`config.mk`:
```
export PLATFORM = sky130hd
export DESIGN_NAME = detect_alarm
export DESIGN_NICKNAME = d
export VERILOG_FILES = /design/src/rtl/detect_alarm.sv
export SDC_FILE = /design/constraint.sdc
export NUM_CORES = 1
export LEC_CHECK = 0
export BUFFER_PORTS_ARGS = -buffer_cell sky130_fd_sc_hd__buf_2
export CAP_MARGIN = 20
export CORE_MARGIN = 3
export CORE_UTILIZATION = 65
export DETAILED_ROUTE_END_ITERATION = 6
export MAX_ROUTING_LAYER = met4
export PLACE_DENSITY = 0.82
export SYNTH_ARGS = -nofsm -noshare
export SYNTH_HDL_FRONTEND = slang
export SYNTH_SLANG_ARGS = --single-unit
```
`constraint.sdc`:
```
create_clock -name clk -period 5.9 [get_ports clk]
set_clock_uncertainty 0.2 [all_clocks]
set_input_delay 1.18 -clock clk [delete_from_list [all_inputs] [get_ports clk]]
set_output_delay 1.18 -clock clk [all_outputs]
set_load 0.005 [all_outputs]
```
`src/rtl/detect_alarm.sv`:
```
// Alarm stage behind the word detector: fires a square-wave tone after HIT_COUNT consecutive
// target-class results, then holds off before re-arming. Optional: DETECT_ALARM_RETRIGGER_EN.
module detect_alarm #(
    parameter int unsigned CLASS_W        = 2,
    parameter int unsigned TARGET_CLASS   = 1,
    parameter int unsigned HIT_COUNT      = 2,
    parameter int unsigned BEEP_CYCLES    = 50000000,
    parameter int unsigned TONE_DIV       = 12500,
    parameter int unsigned HOLDOFF_CYCLES = 0,
    parameter int unsigned CNT_W          = 32
) (
    input  logic               clk,
    input  logic               reset,
    input  logic               result_dv,
    input  logic [CLASS_W-1:0] result,
    input  logic               enable,
    output logic               beep,
    output logic [CLASS_W-1:0] led,
    output logic               busy,
    output logic [7:0]         alarm_cnt
);

    localparam int unsigned STREAK_W = (HIT_COUNT > 1) ? $clog2(HIT_COUNT + 1) : 1;
    localparam logic [STREAK_W-1:0] STREAK_LAST = STREAK_W'(HIT_COUNT - 1);
    localparam logic [CNT_W-1:0]    BEEP_LAST   = CNT_W'(BEEP_CYCLES - 1);
    localparam logic [CNT_W-1:0]    TONE_LAST   = CNT_W'(TONE_DIV - 1);
    localparam logic [CNT_W-1:0]    HOLD_LAST   =
        CNT_W'((HOLDOFF_CYCLES > 0) ? HOLDOFF_CYCLES - 1 : 0);
    localparam logic [CLASS_W-1:0]  TARGET      = CLASS_W'(TARGET_CLASS);

`ifdef DETECT_ALARM_RETRIGGER_EN
    localparam bit RETRIGGER = 1'b1;
`else
    localparam bit RETRIGGER = 1'b0;
`endif

    typedef enum logic [1:0] {StIdle, StBeep, StHoldoff} state_e;

    state_e              state;
    logic [STREAK_W-1:0] streak;
    logic [STREAK_W-1:0] streak_next;
    logic [CNT_W-1:0]    dur_cnt;
    logic [CNT_W-1:0]    tone_cnt;
    logic                hit;
    logic                fire;
    logic                restart;
    logic [7:0]          alarm_inc;

    assign hit       = result_dv && enable && (result == TARGET);
    assign fire      = hit && (streak == STREAK_LAST);
    assign restart   = RETRIGGER && fire;
    assign alarm_inc = (alarm_cnt == 8'hFF) ? alarm_cnt : alarm_cnt + 8'd1;

    // Streak clears on a firing hit, a non-target result, or whenever arming is disabled.
    always_comb begin
        streak_next = streak;
        if (fire || !enable || (result_dv && !hit)) begin
            streak_next = '0;
        end else if (hit) begin
            streak_next = streak + 1'b1;
        end
    end

    always_ff @(posedge clk or negedge reset) begin
        if (!reset) begin
            state     <= StIdle;
            streak    <= '0;
            dur_cnt   <= '0;
            tone_cnt  <= '0;
            beep      <= 1'b0;
            led       <= '0;
            busy      <= 1'b0;
            alarm_cnt <= '0;
        end else begin
            if (result_dv) begin
                led <= result;
            end

            unique case (state)
                StIdle: begin
                    streak <= streak_next;
                    if (fire) begin
                        state     <= StBeep;
                        busy      <= 1'b1;
                        beep      <= 1'b1;
                        dur_cnt   <= '0;
                        tone_cnt  <= '0;
                        alarm_cnt <= alarm_inc;
                    end
                end

                StBeep: begin
                    streak <= RETRIGGER ? streak_next : '0;
                    if (tone_cnt == TONE_LAST) begin
                        tone_cnt <= '0;
                        beep     <= ~beep;
                    end else begin
                        tone_cnt <= tone_cnt + 1'b1;
                    end
                    // Retrigger restarts the duration only; tone phase runs on unbroken.
                    if (restart) begin
                        dur_cnt   <= '0;
                        alarm_cnt <= alarm_inc;
                    end else if (dur_cnt == BEEP_LAST) begin
                        beep    <= 1'b0;
                        dur_cnt <= '0;
                        if (HOLDOFF_CYCLES == 0) begin
                            state <= StIdle;
                            busy  <= 1'b0;
                        end else begin
                            state <= StHoldoff;
                        end
                    end else begin
                        dur_cnt <= dur_cnt + 1'b1;
                    end
                end

                StHoldoff: begin
                    streak <= '0;
                    beep   <= 1'b0;
                    if (dur_cnt == HOLD_LAST) begin
                        state   <= StIdle;
                        busy    <= 1'b0;
                        dur_cnt <= '0;
                    end else begin
                        dur_cnt <= dur_cnt + 1'b1;
                    end
                end

                default: begin
                    state <= StIdle;
                    busy  <= 1'b0;
                    beep  <= 1'b0;
                end
            endcase
        end
    end

endmodule

```
==> results.md, run 1 <==
- Largest family of logic cells by synthesized area: simple AND/OR/NAND/NOR gates
- Fraction of layout cells with a size suffix above 1: between 10% and 20%
- Worst slack at placement: slightly below 3000 ps
- Number of standard-cell rows in the floorplan: 29
- Max stage delay cell, worst path: sky130_fd_sc_hd__nor3_1
- Final-stage net count: about 510
- Instance count after placement with tap cells included: approximately 560
- Clock insertion delay at the later pin of the skew report: 350 ps
- Detailed Routing Iterations Pass 1: 5
- CTS root buf: sky130_fd_sc_hd__clkbuf_8
- Synthesis-to-layout area growth: 7.42%
- Number of antenna violations at the first check in global routing: 0
- Final-report setup violation count: 0
- Hpwl dp: ~6700 µm
- Count of cells resized by post-cts repair: 0
- Post-layout minimum cycle time: 2890 ps
- Number of clock sinks: slightly below 80
- Synthesized netlist net count: ~500
- Total die area: 7760 µm²
- Number of register bits inferred by synthesis: slightly below 80
- Area of the mapped netlist: ~4400 µm²
- Number of enable-type register cells in the synthesized netlist: 0
- Maximum VDD drop: around 0.24 mV
- Final total negative setup slack: 0 ps
- Fraction of the mapped netlist area in simple logic gates: between 20 and 30%
- Largest stage delay on the critical path: 820 ps
- Buffers from clock root to sink, at most: 2
- Initial core utilization: about two thirds
- Height of the die: slightly below 90 µm
- Pin count of the biggest net entering global routing: 79
- Class of the tightest hold or removal check: reg -> reg
- Top cell by count, worst path: sky130_fd_sc_hd__nand4_1
- Async SR Flop Fraction: 100%
- Buffers inserted during post-CTS setup optimization: 0
- Number of inserted diodes: 0
- Worst Path Arrival: just under 3000 ps
- DR iter-0 viols: roughly 420
- Maximum fanout count along the critical path: 8
- CTS buffer count: 9
- Critical path startpoint category: register
- Finished Layout Cells: approximately 580
- TritonCTS clock tree: done
- Startpoint-to-endpoint class of the critical path: reg -> reg
- Pin slew with the least headroom to its limit: about 960 ps
- Fraction of the cycle the final worst path needs: between 40% and 50%
- Adder and majority cell fraction of the synthesized area: 1.14%
- Sequential fraction of the synthesis area: roughly 45%
- Type of destination of the critical path: register
- Post-Syn Instances: between 400 and 500
- XOR/XNOR share of the synthesized area: under 10%
- Final-report hold violation count: 0
- Fillers: 510
- Setup repair after global routing missed its margin: no
- Result of the run: finished, final reports clean
- Worst setup margin: about 3000 ps
- Number of distinct library cells after synthesis: 52
- CP Data Required Time: between 5000 and 6000 ps
- Post-cts hold buffer count: 0
- Share of the synthesized area in compound gates (AO/OA/AOI/OAI): 20.6%
- DRC violations left: 0
- Slew headroom: between 30% and 40%
- Max-cap violations: 0
- Post-synthesis area per instance: between 8 and 9 µm²
- Clock-pin slew on the worst setup and hold paths: approximately 80 ps
- Die Width: approximately 88 µm
- Routed length per placed instance: 17.4 µm
- Leakage: about 1.9 nW
- Achievable Freq: 346 MHz
- Gp weighted congestion: a little over 0.9
- Total of buffers placed on input and output ports: 17
- Boundary Pins: 18
- Main synth FF type: sky130_fd_sc_hd__dfrtp_1
- Ys Warns: 0
- Total Routed Length: 10100 µm
- Via count of the first global-routing pass: roughly 3600
- First-pass GRT wire length: 17100 µm
- Multiplexer area fraction after synthesis: 2.88%
- Avg Vias per Cell: roughly 6.9
- Final max-slew violation count: 0
- Post-route ant nets: 0
- Via Count: between 3000 and 4000
- H-tree level count: 3
- Total core area: about 6500 µm²
- Areal power density over the cells: 372 nW/µm²
- Remaining global-route overflow: 0
- Critical path, cell by cell: ha_1, nand4_1, nor3_1, nand4_1, or3_1, o21ai_0
- Aggregate global-route resource usage: roughly 29%
==> worst max-delay path, delay by kind of cell (launching register included) <==
family | cells | cell delay, ps
and+or+nand+nor | 4 | 1850
DFF | 1 | 430
adders and majority gates | 1 | 240
AOI/OAI and AO/OA | 1 | 80
==> flip-flops by register name, indices dropped and copies added (netlist names) <==
signal,count
led,2
beep,1
alarm_cnt,8
dur_cnt,32
tone_cnt,32
busy,1
streak,2
==> where the power goes <==
part	switching, mW	leakage [nW]	internal, mW
sequential	0.252	1.04	0.688
combinational	0.214	0.735	0.182
clock	0.195	0.0996	0.219
==> layout by cell type (no fill, tap or decap), types with 3 or more instances in the layout <==
cell / netlist / final
sky130_fd_sc_hd__o21ai_0: 27 / 27
sky130_fd_sc_hd__buf_4: 0 / 6
sky130_fd_sc_hd__nor4b_1: 3 / 3
sky130_fd_sc_hd__nor3_1: 9 / 9
sky130_fd_sc_hd__and2_1: 5 / 5
sky130_fd_sc_hd__nand2b_1: 3 / 3
sky130_fd_sc_hd__mux2i_1: 7 / 7
sky130_fd_sc_hd__a41oi_1: 5 / 5
sky130_fd_sc_hd__a21o_1: 6 / 6
sky130_fd_sc_hd__a21oi_1: 40 / 38
sky130_fd_sc_hd__or3_1: 3 / 3
sky130_fd_sc_hd__xnor2_1: 6 / 6
sky130_fd_sc_hd__nor4_1: 17 / 17
sky130_fd_sc_hd__clkbuf_8: 0 / 11
sky130_fd_sc_hd__nand3b_1: 3 / 3
sky130_fd_sc_hd__mux2_2: 5 / 5
sky130_fd_sc_hd__a31oi_1: 44 / 44
sky130_fd_sc_hd__inv_1: 13 / 13
sky130_fd_sc_hd__a22o_1: 3 / 3
sky130_fd_sc_hd__o31a_1: 4 / 4
sky130_fd_sc_hd__nand4_1: 27 / 27
sky130_fd_sc_hd__and3_1: 11 / 11
sky130_fd_sc_hd__o21a_1: 4 / 4
sky130_fd_sc_hd__nand2_1: 49 / 49
sky130_fd_sc_hd__nor2_1: 21 / 21
sky130_fd_sc_hd__ha_1: 4 / 4
sky130_fd_sc_hd__dfrtp_1: 78 / 78
sky130_fd_sc_hd__nand3_1: 27 / 27
sky130_fd_sc_hd__or4_1: 4 / 4
sky130_fd_sc_hd__and4_1: 7 / 7
sky130_fd_sc_hd__buf_2: 4 / 16
==> cells by family (layout without fill, tap and decap cells) <==
| kind of cell | Yosys count | count (layout) |
|---|---|---|
| fa+ha+maj | 4 | 4 |
| xor+xnor | 7 | 7 |
| mux | 12 | 12 |
| buf+inv | 43 | 52 |
| compound gates | 146 | 146 |
| simple gates | 202 | 202 |
| flops | 78 | 78 |
==> final timing paths <==
kind / start / to / slack, ps / depth (start not counted)
worst min register to register: dur_cnt[31] / dur_cnt[31] / 290 / 1
worst max register to register: dur_cnt[0] / dur_cnt[24] / 3010 / 6
worst min-delay path: dur_cnt[31] / dur_cnt[31] / 290 / 1
worst max-delay path: dur_cnt[0] / dur_cnt[24] / 3010 / 6
min in group asynchronous: reset / dur_cnt[17] / 760 / 1
max in group asynchronous: reset / alarm_cnt[3] / 4090 / 1
==> cells in the mapped netlist, types with 2 or more instances <==
cell type	number	share of area [%]
sky130_fd_sc_hd__o21a_1	4	0.69
sky130_fd_sc_hd__and2_1	5	0.71
sky130_fd_sc_hd__nand3_1	27	3.1
sky130_fd_sc_hd__a21o_1	6	1.0
sky130_fd_sc_hd__mux2_2	5	1.3
sky130_fd_sc_hd__and4_1	7	1.4
sky130_fd_sc_hd__nor2b_1	2	0.29
sky130_fd_sc_hd__a22oi_1	2	0.34
sky130_fd_sc_hd__ha_1	4	1.1
sky130_fd_sc_hd__clkbuf_1	23	2.0
sky130_fd_sc_hd__nand4_1	27	3.9
sky130_fd_sc_hd__a31o_2	2	0.40
sky130_fd_sc_hd__nand2b_1	3	0.43
sky130_fd_sc_hd__nor4_2	2	0.57
sky130_fd_sc_hd__nand2_1	49	4.2
sky130_fd_sc_hd__buf_1	3	0.26
sky130_fd_sc_hd__mux2i_1	7	1.6
sky130_fd_sc_hd__o31a_1	4	0.80
sky130_fd_sc_hd__inv_1	13	1.1
sky130_fd_sc_hd__nand3b_1	3	0.51
sky130_fd_sc_hd__xnor2_1	6	1.2
sky130_fd_sc_hd__nor2_1	21	1.8
sky130_fd_sc_hd__a41oi_1	5	1.0
sky130_fd_sc_hd__o31ai_1	2	0.34
sky130_fd_sc_hd__a22o_1	3	0.60
sky130_fd_sc_hd__or2_2	2	0.29
sky130_fd_sc_hd__a21oi_1	40	4.6
sky130_fd_sc_hd__and3_1	11	1.6
sky130_fd_sc_hd__or4_1	4	0.69
sky130_fd_sc_hd__nor3_1	9	1.0
sky130_fd_sc_hd__nor4b_1	3	0.60
sky130_fd_sc_hd__nor4_1	17	2.4
sky130_fd_sc_hd__o21ai_0	27	3.1
sky130_fd_sc_hd__buf_2	4	0.46
sky130_fd_sc_hd__a31oi_1	44	6.3
sky130_fd_sc_hd__or3_1	3	0.43
sky130_fd_sc_hd__dfrtp_1	78	45
==> per-layer routing <==
layer | share of wire, % | GRT usage, % | up-vias | wire [µm]
met5 | 0 | - | - | 0
met4 | 0.94 | 7.55 | 0 | 95
met3 | 6.8 | 5.08 | 15 | 685
met2 | 46 | 43.4 | 156 | 4680
met1 | 46 | 40.6 | 1938 | 4610
li1 | - | - | 1889 | -
==> through the flow <==
stage          area (µm²)  util [%]  hold WS [ps]  total power, mW
2_1_floorplan        4380         -           247             1.19
3_3_place_gp         4500      69.7           272             1.31
3_5_place_dp         4500      69.7           272             1.33
4_1_cts              4700      72.8           287             1.75
5_1_grt              4710      72.9           314             1.87
6_report             4710      72.9           289             1.75
==> area by class of cell <==
cell class / count / area [µm²] / share of cell area [%]
Inverter: 13 / 48.8 / 1.04
Timing Repair Buffer: 23 / 130 / 2.76
Sequential cell: 78 / 1950 / 41.5
Multi-Input combinational cell: 371 / 2280 / 48.4
Tap cell: 77 / 96.3 / 2.05
Clock buffer: 13 / 159 / 3.38
Clock inverter: 3 / 42.5 / 0.904
No activity file was read; power rests on OpenSTA's default activity.
==> run 2, diff against run 1 <==
--- a/config.mk
+++ b/config.mk
@@ -8,10 +8,10 @@
 export BUFFER_PORTS_ARGS = -buffer_cell sky130_fd_sc_hd__buf_2
 export CAP_MARGIN = 20
 export CORE_MARGIN = 3
-export CORE_UTILIZATION = 65
+export CORE_UTILIZATION = 56
 export DETAILED_ROUTE_END_ITERATION = 6
 export MAX_ROUTING_LAYER = met4
-export PLACE_DENSITY = 0.82
+export PLACE_DENSITY = 0.75
 export SYNTH_ARGS = -nofsm -noshare
 export SYNTH_HDL_FRONTEND = slang
 export SYNTH_SLANG_ARGS = --single-unit
==> constraint.sdc (replaced) <==
create_clock -name clk -period 2.48 [get_ports clk]
set_clock_uncertainty 0.2 [all_clocks]
set_input_delay 0.496 -clock clk [delete_from_list [all_inputs] [get_ports clk]]
set_output_delay 0.496 -clock clk [all_outputs]
set_load 0.005 [all_outputs]
==> run 2 against run 1 <==
Compared with the run above:
- total power rose to 2.6 times the previous value
- first-iteration DRC count down 28%
- register-to-register slack worse by 2900 ps
- fmax up 22%
- die area up 15%
- design area up 9.2%
- wire length up 8.3%
- combinational power rose to 3.2 times the previous value
- worst setup slack worse by 2900 ps
- sequential power up 130%
==> results.md, run 2 (same netlist as run 1, synthesis figures left out) <==
- Boundary Pins: 18
- Worst hold path stage count: 2
- Number of clock sinks: 78
- Number of standard-cell rows in the floorplan: 31
- Critical path, cell by cell: nand4_4, or4_1, or4_4, o31a_1, a31oi_1
- CTS root buf: sky130_fd_sc_hd__clkbuf_8
- Routed length per placed instance: approximately 17 µm
- Final-report hold violation count: 0
- Internal Dissipation: about 2.8 mW
- Leading cell type in the layout, fill and taps excluded: sky130_fd_sc_hd__dfrtp_1
- Number of inserted diodes: 0
- Avg Vias per Cell: ~6.4
- Class of the tightest hold or removal check: in -> reg
- Final standard cell area without fillers: 5140 µm²
- Power spent charging and discharging nets: about 1.7 mW
- Launch point of the worst path: dur_cnt[8]
- Achievable Freq: about 420 MHz
- Clock insertion delay at the later pin of the skew report: around 360 ps
- Kind of cell adding the most delay to the critical path: simple AND/OR/NAND/NOR gates
- Via count of the first global-routing pass: approximately 3800
- H-tree level count: 3
- Result of the run: finished, final reports clean
- DR iter-0 viols: 306
- Clock-pin slew on the worst setup and hold paths: 90 ps
- Placement-stage cell area: 4840 µm²
- Startpoint-to-endpoint class of the critical path: reg -> reg
- Die Width: roughly 94 µm
- Setup repair after global routing missed its margin: no
- Pin slew with the least headroom to its limit: between 400 and 500 ps
- Aggregate global-route resource usage: 27.1%
- Synthesis-to-layout area growth: 17.3%
- Area of the multi-input gates: between 2000 and 2500 µm²
- CTS buffer count: 9
- Buffers from clock root to sink, at most: 2
- Fraction of the cycle the final worst path needs: a little over nine tenths
- Type of destination of the critical path: register
- Slew headroom: 66.7%
- CP Data Required Time: 2560 ps
- End point of the worst hold path: led[0]
- Post-route ant nets: 0
- Leading registers by flop count: dur_cnt x32, tone_cnt x32, alarm_cnt x8
- Leakage: between 2 and 2.5 nW
- Remaining global-route overflow: 0
- Worst Path Arrival: 2460 ps
- Initial core utilization: 59.1%
- Hold Startpoint: result[0]
- Worst r2r src: dur_cnt[8]
- Maximum VDD drop: 0.544 mV
- Gp weighted congestion: between 0.8 and 0.9
- Portion of total power attributed to combinational logic: 28.4%
- Endpoint of the worst register-to-register path: dur_cnt[31]
- TritonCTS clock tree: done
- Slack of the worst reg-to-reg path: 100 ps
- Areal power density over the cells: just under 900 nW/µm²
- Max-cap violations: 0
- Max stage delay cell, worst path: sky130_fd_sc_hd__or4_4
- Power Total: 4.51 mW
- DRC violations left: 0
- Height of the die: between 90 and 100 µm
- Final max-slew violation count: 0
- Maximum fanout count along the critical path: 4
- Final total negative setup slack: 0 ps
- Post-layout minimum cycle time: 2380 ps
- Total core area: between 7000 and 8000 µm²
- Net switching share of the total power: 37.8%
- Fraction of power consumed by sequential logic: between 40% and 50%
- Total Routed Length: ~11000 µm
- Largest stage delay on the critical path: about 530 ps
- Total of buffers placed on input and output ports: 17
- Fillers: between 500 and 600
- Sequential cell area: between 1500 and 2000 µm²
- Pin count of the biggest net entering global routing: between 50 and 60
- WP buf/inv: 0
- Hpwl dp: 7500 µm
- Fraction of layout cells with a size suffix above 1: 19.0%
- Final core utilization: 69.4%
- Worst reg2reg path depth: 5
- Critical path startpoint category: register
- Final-report setup violation count: 0
- Clock power share: a little under a quarter
- Via Count: 4128
- Total die area: between 8000 and 9000 µm²
- Detailed Routing Iterations Pass 1: 5
- First-pass GRT wire length: 18600 µm
- Number of antenna violations at the first check in global routing: 0
- Final-stage net count: between 500 and 600
- Commonest non-fill, non-tap cells in the layout: sky130_fd_sc_hd__dfrtp_1, sky130_fd_sc_hd__nand2_1, sky130_fd_sc_hd__a31oi_1, sky130_fd_sc_hd__buf_4, sky130_fd_sc_hd__a21oi_1
run 2: cell count changes in the layout (fill, tap and decap cells not counted), sizes merged:
| cell | previous run | this run |
|---|---|---|
| clkbuf | 14 | 9 |
| inv | 13 | 15 |
| buf | 22 | 63 |
| a21oi | 40 | 41 |
| dlygate4sd3 | 0 | 1 |
| bufinv | 1 | 2 |
| clkinv | 1 | 2 |
run 2: metal layers:
| metal | track usage (%) | vias up | wire (µm) |
|---|---|---|---|
| met1 | 39.5 | 2005 | 5090 |
| met4 | 8.41 | 0 | 109 |
| met3 | 3.75 | 10 | 655 |
| met2 | 39.3 | 138 | 5060 |
| met5 | - | - | 0 |
| li1 | - | 1975 | - |
run 2: stage by stage:
| step | hold slack (ps) | setup WS (ps) | cells |
|---|---|---|---|
| floorplan | 0.409 | 29.2 | 492 |
| detailed placement | 207 | 27.7 | 619 |
| global placement | 205 | 53.0 | 619 |
| CTS | 184 | 35.0 | 637 |
| finish | 191 | 103 | 642 |
| global route | 192 | 2.76 | 642 |
run 2: cell type report:
class | count | area share, %
Multi-Input combinational cell | 372 | 45.0
Clock inverter | 7 | 1.85
Tap cell | 99 | 2.41
Sequential cell | 78 | 38.1
Timing Repair Buffer | 64 | 9.35
Clock buffer | 9 | 2.41
Inverter | 13 | 0.950
run 2: how the worst max path moves through the flow:
| stage | end | slack (ps) | cells past startpoint |
|---|---|---|---|
| global route | dur_cnt[31] | 3 | 5 |
| CTS | tone_cnt[0] | 30 | 5 |
| detailed placement | tone_cnt[0] | 30 | 5 |
| finish | dur_cnt[31] | 100 | 5 |
| floorplan | tone_cnt[31] | 30 | 6 |
| global placement | tone_cnt[12] | 50 | 6 |
run 2: power groups by stage:
stage               combinational (mW)  sequential, mW  clock (mW)
global route                      1.44            2.22        1.14
detailed placement                1.24            2.15           0
floorplan                        0.841            2.00           0
global placement                  1.19            2.13           0
CTS                               1.25            2.13        1.09
finish                            1.28            2.15        1.08
run 2: worst reg2reg max path, delay by kind of cell (launching register included):
kind | cells | cell delay [ps]
and+or+nand+nor | 3 | 1160
DFF | 1 | 500
AOI/OAI and AO/OA | 2 | 430
run 2: repair_timing:
action,4_1_cts,5_1_grt
pin swaps,2,1
hold endpoints to repair,22,0
hold buffers,1,0
resized for setup,0,6
buffers inserted,0,5
cloned,1,0
endpoints found under the setup margin,1,28
